--- src/rtl/fetch_pkg.sv ---
// Shared definitions for the fetch queue: default widths, queue entry layout and queue state.
package fetch_pkg;

    localparam int IDX_W  = 32;
    localparam int DATA_W = 16;

    typedef struct packed {
        logic [IDX_W-1:0]  index;
        logic [DATA_W-1:0] data;
    } fetch_word_t;

    typedef enum logic {
        RUN,
        DRAIN
    } fetch_state_t;

endpackage

--- src/rtl/fetch_queue_mem.sv ---
// Entry storage for the fetch queue: one synchronous write port, one asynchronous read port.
module fetch_queue_mem #(
    parameter int DEPTH = 4,
    parameter int WIDTH = 48
) (
    input  logic                     clk,
    input  logic                     we,
    input  logic [$clog2(DEPTH)-1:0] waddr,
    input  logic [WIDTH-1:0]         wdata,
    input  logic [$clog2(DEPTH)-1:0] raddr,
    output logic [WIDTH-1:0]         rdata
);

    logic [WIDTH-1:0] mem [DEPTH];

    // No reset: occupancy is tracked in the parent, so stale contents are never presented.
    always_ff @(posedge clk) begin
        if (we) begin
            mem[waddr] <= wdata;
        end
    end

    assign rdata = mem[raddr];

endmodule

--- src/rtl/fetch_queue.sv ---
// Instruction queue between icache and Thumb decode: in-order FIFO of {index, halfword}
// with fetch stall, branch flush (plus one drain cycle) and a sticky overflow flag.
module fetch_queue #(
    parameter int DEPTH  = 4,
    parameter int IDX_W  = fetch_pkg::IDX_W,
    parameter int DATA_W = fetch_pkg::DATA_W
) (
    input  logic                     clk,
    input  logic                     rst,
    input  logic                     in_valid,
    input  logic [IDX_W-1:0]         in_index,
    input  logic [DATA_W-1:0]        in_data,
    output logic                     stall,
    output logic                     out_valid,
    output logic [IDX_W-1:0]         out_index,
    output logic [DATA_W-1:0]        out_data,
    input  logic                     out_ready,
    input  logic                     flush,
    output logic [$clog2(DEPTH):0]   count,
    output logic                     overflow
);

    import fetch_pkg::*;

    localparam int PTR_W  = $clog2(DEPTH);
    localparam int CNT_W  = PTR_W + 1;
    localparam int WORD_W = IDX_W + DATA_W;

    localparam logic [CNT_W-1:0] FULL_CNT  = CNT_W'(DEPTH);
    localparam logic [CNT_W-1:0] STALL_CNT = CNT_W'(DEPTH - 2);

    fetch_state_t     state_q, state_d;
    logic [PTR_W-1:0] wr_ptr_q, wr_ptr_d;
    logic [PTR_W-1:0] rd_ptr_q, rd_ptr_d;
    logic [CNT_W-1:0] count_q, count_d;
    logic             overflow_q, overflow_d;
    logic             push, pop;
    logic [WORD_W-1:0] rd_word;

    always_ff @(posedge clk or posedge rst) begin
        if (rst) begin
            state_q    <= RUN;
            wr_ptr_q   <= '0;
            rd_ptr_q   <= '0;
            count_q    <= '0;
            overflow_q <= 1'b0;
        end else begin
            state_q    <= state_d;
            wr_ptr_q   <= wr_ptr_d;
            rd_ptr_q   <= rd_ptr_d;
            count_q    <= count_d;
            overflow_q <= overflow_d;
        end
    end

    always_comb begin
        state_d    = state_q;
        wr_ptr_d   = wr_ptr_q;
        rd_ptr_d   = rd_ptr_q;
        count_d    = count_q;
        overflow_d = overflow_q;
        push       = 1'b0;
        pop        = 1'b0;

        if (flush) begin
            state_d  = DRAIN;
            wr_ptr_d = '0;
            rd_ptr_d = '0;
            count_d  = '0;
        end else begin
            // DRAIN always lasts a single cycle; the word arriving then is pre-branch.
            state_d = RUN;
            pop     = (count_q != '0) && out_ready;
            if (in_valid && (state_q == RUN)) begin
                if ((count_q < FULL_CNT) || pop) begin
                    push = 1'b1;
                end else begin
                    overflow_d = 1'b1;
                end
            end

            if (push) begin
                wr_ptr_d = wr_ptr_q + PTR_W'(1);
            end
            if (pop) begin
                rd_ptr_d = rd_ptr_q + PTR_W'(1);
            end

            case ({push, pop})
                2'b10:   count_d = count_q + CNT_W'(1);
                2'b01:   count_d = count_q - CNT_W'(1);
                default: count_d = count_q;
            endcase
        end
    end

    fetch_queue_mem #(
        .DEPTH (DEPTH),
        .WIDTH (WORD_W)
    ) u_mem (
        .clk   (clk),
        .we    (push),
        .waddr (wr_ptr_q),
        .wdata ({in_index, in_data}),
        .raddr (rd_ptr_q),
        .rdata (rd_word)
    );

    assign out_valid = (count_q != '0) && !flush;
    assign stall     = (count_q >= STALL_CNT);
    assign count     = count_q;
    assign overflow  = overflow_q;
    assign out_index = rd_word[WORD_W-1:DATA_W];
    assign out_data  = rd_word[DATA_W-1:0];

endmodule

--- config.mk ---
export PLATFORM = sky130hd
export DESIGN_NAME = fetch_queue
export DESIGN_NICKNAME = d
export VERILOG_FILES = /design/src/rtl/fetch_pkg.sv /design/src/rtl/fetch_queue_mem.sv /design/src/rtl/fetch_queue.sv
export SDC_FILE = /design/constraint.sdc
export NUM_CORES = 1
export LEC_CHECK = 0
export BUFFER_PORTS_ARGS = -buffer_cell sky130_fd_sc_hd__clkbuf_2
export CAP_MARGIN = 20
export CELL_PAD_IN_SITES_DETAIL_PLACEMENT = 2
export CELL_PAD_IN_SITES_GLOBAL_PLACEMENT = 2
export CORE_AREA = 2 2 126 128
export CTS_BUF_LIST = sky130_fd_sc_hd__clkbuf_4
export DETAILED_ROUTE_END_ITERATION = 16
export DIE_AREA = 0 0 128 130
export GPL_ROUTABILITY_DRIVEN = 0
export PLACE_DENSITY_LB_ADDON = 0.12
export SETUP_SLACK_MARGIN = 0.1
export SLEW_MARGIN = 10
export SYNTH_ARGS = -nofsm -noshare
export SYNTH_HDL_FRONTEND = slang
export SYNTH_HIERARCHICAL = 1
export SYNTH_SLANG_ARGS = --single-unit
export TNS_END_PERCENT = 30
--- constraint.sdc ---
create_clock -name clk -period 8.2 [get_ports clk]
set_input_delay 1.23 -clock clk [delete_from_list [all_inputs] [get_ports clk]]
set_output_delay 1.23 -clock clk [all_outputs]
set_load 0.02 [all_outputs]
==> impl_summary.log <==
[metrics] CTS Root Buffer Type: clkbuf_4
[metrics] Congestion Overflow GR: 0
[metrics] placed cell count: 595
[metrics] n_diodes: 0
[metrics] Post-synth EDFFs: 192
[metrics] share of synthesized area occupied by flip-flops and latches: 80.4%
[metrics] insertion delay to the later sink of the worst-skew pair: 0.66 ns
[metrics] share of Yosys cell area claimed by the top area cell type: 77.4%
[metrics] post-synthesis share of cell area spent on xor and xnor gates: 0.235%
[metrics] routed length per instance: 26.2 um
[metrics] largest net degree at the start of global routing: 51
[metrics] Antenna Nets Post-Route: 0
[metrics] number of synthesized register bits: 201
[metrics] row count: 46
[metrics] flip-flop cell with the highest count after synthesis: edfxtp_1
[metrics] Max Freq: 269 MHz
[metrics] Post-Syn Area per Cell: 24.6 um2
[metrics] clock tree from TritonCTS: done
[metrics] maximum ir drop on the vdd rail: 0.141 mV
[metrics] number of buffers created by CTS: 51
[metrics] CP Max Fanout: 26
[metrics] adder and majority cell fraction of the synthesized area: 0.269%
[metrics] Synth-to-Final Area Change: 18.5%
[metrics] post-route minimum period: 3.72 ns
[metrics] sequence of cells on the critical path: buf_4 > mux4_2 > clkbuf_2
[metrics] Worst R2R Path Depth: 4
[metrics] drt first-iter violations: 199
[metrics] number of max-cap violations: 0
[metrics] number of detailed-route iterations in the first pass: 4
[metrics] total power density per cell area: 294 mW/mm2
[metrics] share of synthesized cell area in and, or, nand and nor gates: 1.93%
[metrics] number of buffers inserted by port buffering: 106
[metrics] worst path bufs/invs: 2
[metrics] vias in the first global route: 4219
[metrics] worst slew pin tran: 0.953 ns
[metrics] run status: complete, no violations
[metrics] sum of routed wire length over all layers: 18100 um
[metrics] largest family of logic cells by synthesized area: multiplexers
[metrics] area of the die: 0.0166 mm2
[metrics] number of inserted filler cells in the final layout: 1303
[metrics] sum of negative setup slack: 0 ns
[metrics] All-Layer GR Usage: 22.6%
[metrics] arrival time of the worst setup path: 2.49 ns
[metrics] number of setup violations in the final report: 0
[metrics] H-tree depth reported by CTS: 2
[metrics] core utilization of the finished layout: 57.3%
[metrics] RSZ-0062 raised after global routing: no
[metrics] post-synthesis mux area share: 14.8%
[metrics] initial cell density of the core: 48.3%
[metrics] number of antenna violations at the first check in global routing: 1
[metrics] maximum clock insertion buffer count: 3
[metrics] clock transition time at the flip-flop clock pins of the worst setup and hold paths: 0.07 ns
[metrics] Max-slew headroom: 36.5%
[metrics] skew final: 0.0314 ns
[metrics] delay of the slowest critical-path stage: 0.77 ns
[metrics] top cells by area in the synthesized netlist: edfxtp_1, mux4_2, dfrtp_1, buf_6, and3b_1
[metrics] number of instances in the synthesized netlist: 303
[metrics] layout net count: 511
[metrics] WS Path Type: flip-flop to output port
[metrics] HPWL Detailed: 10800 um
[metrics] Post-Synthesis Cell Area: 0.00745 mm2
[metrics] async set-reset flop share out of synthesis: 4.48%
[metrics] Leak: 3.06 nW
[metrics] top cell type by total area after synthesis: edfxtp_1
[metrics] warnings from Yosys: 6
[metrics] number of top-level pins: 107
[metrics] Worst Setup Slack, final: 4.48 ns
[metrics] cell type of the slowest stage on the worst timing path: dfrtp_2
[metrics] cts repair resizes: 0
[metrics] final clock period utilization by the worst path: 45.3%
[metrics] kind of end point of the critical path: output port
[metrics] final std cells w/o fill: 690
[metrics] number of stages on the worst hold path: 1
[metrics] vias per cell: 5.43
[metrics] overall die height: 130 um
[metrics] WP data required: 6.97 ns
[metrics] Startpoint Class: flip-flop
[metrics] fraction of layout instances using a drive strength above 1: 48.4%
[metrics] core area: 0.0154 mm2
[metrics] nets in the synthesized netlist: 357
[metrics] hold violation total from the final report: 0
[metrics] Tightest Hold Check Type: flip-flop to flip-flop
[metrics] overall via count from detail_route: 3750
[metrics] Synth Area in Compound Gates: 1.29%
[metrics] # DRC: 0
[metrics] buffers inserted by post-CTS timing repair: 0
[metrics] Yosys cell types: 31
[metrics] cell family contributing the most delay on the critical path: flip-flops
[metrics] sinks on the clock net: 201
[metrics] max-slew violation count: 0
[metrics] Chip Width: 128 um
[metrics] first-pass GRT wire length: 26900 um
[metrics] pre-CTS setup slack: 4.71 ns
[metrics] total stage count of the critical path: 3
[metrics] hold_buf cts: 0
[path summary, 6_finish.rpt]
check,end,startpoint,slack [ns]
min,overflow$_DFFE_PP0P_,overflow$_DFFE_PP0P_,0.48
max in group asynchronous,rd_ptr_q[0]$_DFFE_PP0P_,rst,7.35
min in group asynchronous,count[2]$_DFFE_PP0P_,rst,0.54
min reg2reg,overflow$_DFFE_PP0P_,overflow$_DFFE_PP0P_,0.48
max reg2reg,u_mem/mem[1][6]$_DFFE_PP_,count[2]$_DFFE_PP0P_,5.45
max,out_data[6],rd_ptr_q[1]$_DFFE_PP0P_,4.48
[area by class of cell]
type	instances	area, um2	area share (%)
sequential	201	6000	67.9
multi-input combinational	89	1390	15.7
timing repair buffer	112	588	6.66
clock buffer	69	518	5.86
tap	192	240	2.72
clock inverter	25	96.3	1.09
inverter	2	7.51	0.0850
[flip-flops by register name, indices dropped and copies added (netlist names)]
signal,cells
u_mem/mem,192
overflow,1
count,3
rd_ptr_q,2
wr_ptr_q,2
state_q,1
[metrics by stage]
step | hold WS, ns | power, mW | area, um2
after floorplan | 0.537 | 1.64 | 7450
after global placement | 0.463 | 1.79 | 8200
after detailed placement | 0.468 | 1.81 | 8200
after CTS | 0.482 | 2.63 | 8810
after global routing | 0.496 | 2.73 | 8830
final | 0.478 | 2.60 | 8830
[synth_stat cells, drive strengths merged, types with 2 or more instances]
| cell type | instances |
|---|---|
| o21ai | 4 |
| or4 | 2 |
| mux4 | 48 |
| a21oi | 2 |
| o31ai | 2 |
| edfxtp | 192 |
| nand2b | 3 |
| nor3b | 2 |
| dfrtp | 9 |
| buf | 8 |
| clkbuf | 3 |
| nor2 | 6 |
| nor2b | 3 |
| and3b | 3 |
| inv | 2 |
| xor2 | 2 |
[logic make-up (layout without fill, tap and decap cells)]
kind of cell,after synthesis,after routing
AO/OA/AOI/OAI,12,12
XOR/XNOR,2,2
adder cells (fa/ha/maj),1,1
buffers and inverters,13,208
flip-flops,201,201
multiplexers,50,50
AND/OR/NAND/NOR,24,24
[metal layers]
| metal | part of all wire, % | up-vias | GRT usage, % |
|---|---|---|---|
| li1 | - | 1639 | - |
| met1 | 39 | 1963 | 27.8 |
| met2 | 54 | 116 | 39.6 |
| met3 | 5.0 | 32 | 5.78 |
| met4 | 1.8 | 0 | 7.50 |
| met5 | 0 | - | 0 |
[worst reg2reg max path, delay by kind of cell, from the launching register on]
| kind | cells | cell delay (ns) |
|---|---|---|
| buffers and inverters | 1 | 0.44 |
| DFF | 1 | 0.50 |
| and+or+nand+nor | 3 | 1.47 |
[cells in the final DEF, fill, tap and decap left out, types with 2 or more instances in the layout]
cell      netlist  layout
clkinv_2        0       2
and3b_2         0       2
nand2b_1        3       3
nor2_1          6       6
mux4_2         48      48
clkbuf_4        0      69
edfxtp_1      192     192
buf_4           2       5
clkinv_1        0      23
inv_1           2       2
clkbuf_2        0     106
or4_1           2       2
dfrtp_1         9       7
xor2_1          2       2
o21ai_0         4       4
nor2b_1         3       3
a21oi_1         2       2
[report_power, final]
| group | switching, mW | leakage [nW] | internal (mW) |
|---|---|---|---|
| Clock | 0.416 | 0.361 | 0.394 |
| Combinational | 0.304 | 0.849 | 0.259 |
| Sequential | 0.0679 | 1.85 | 1.16 |
(Power assumes the default switching activity.)
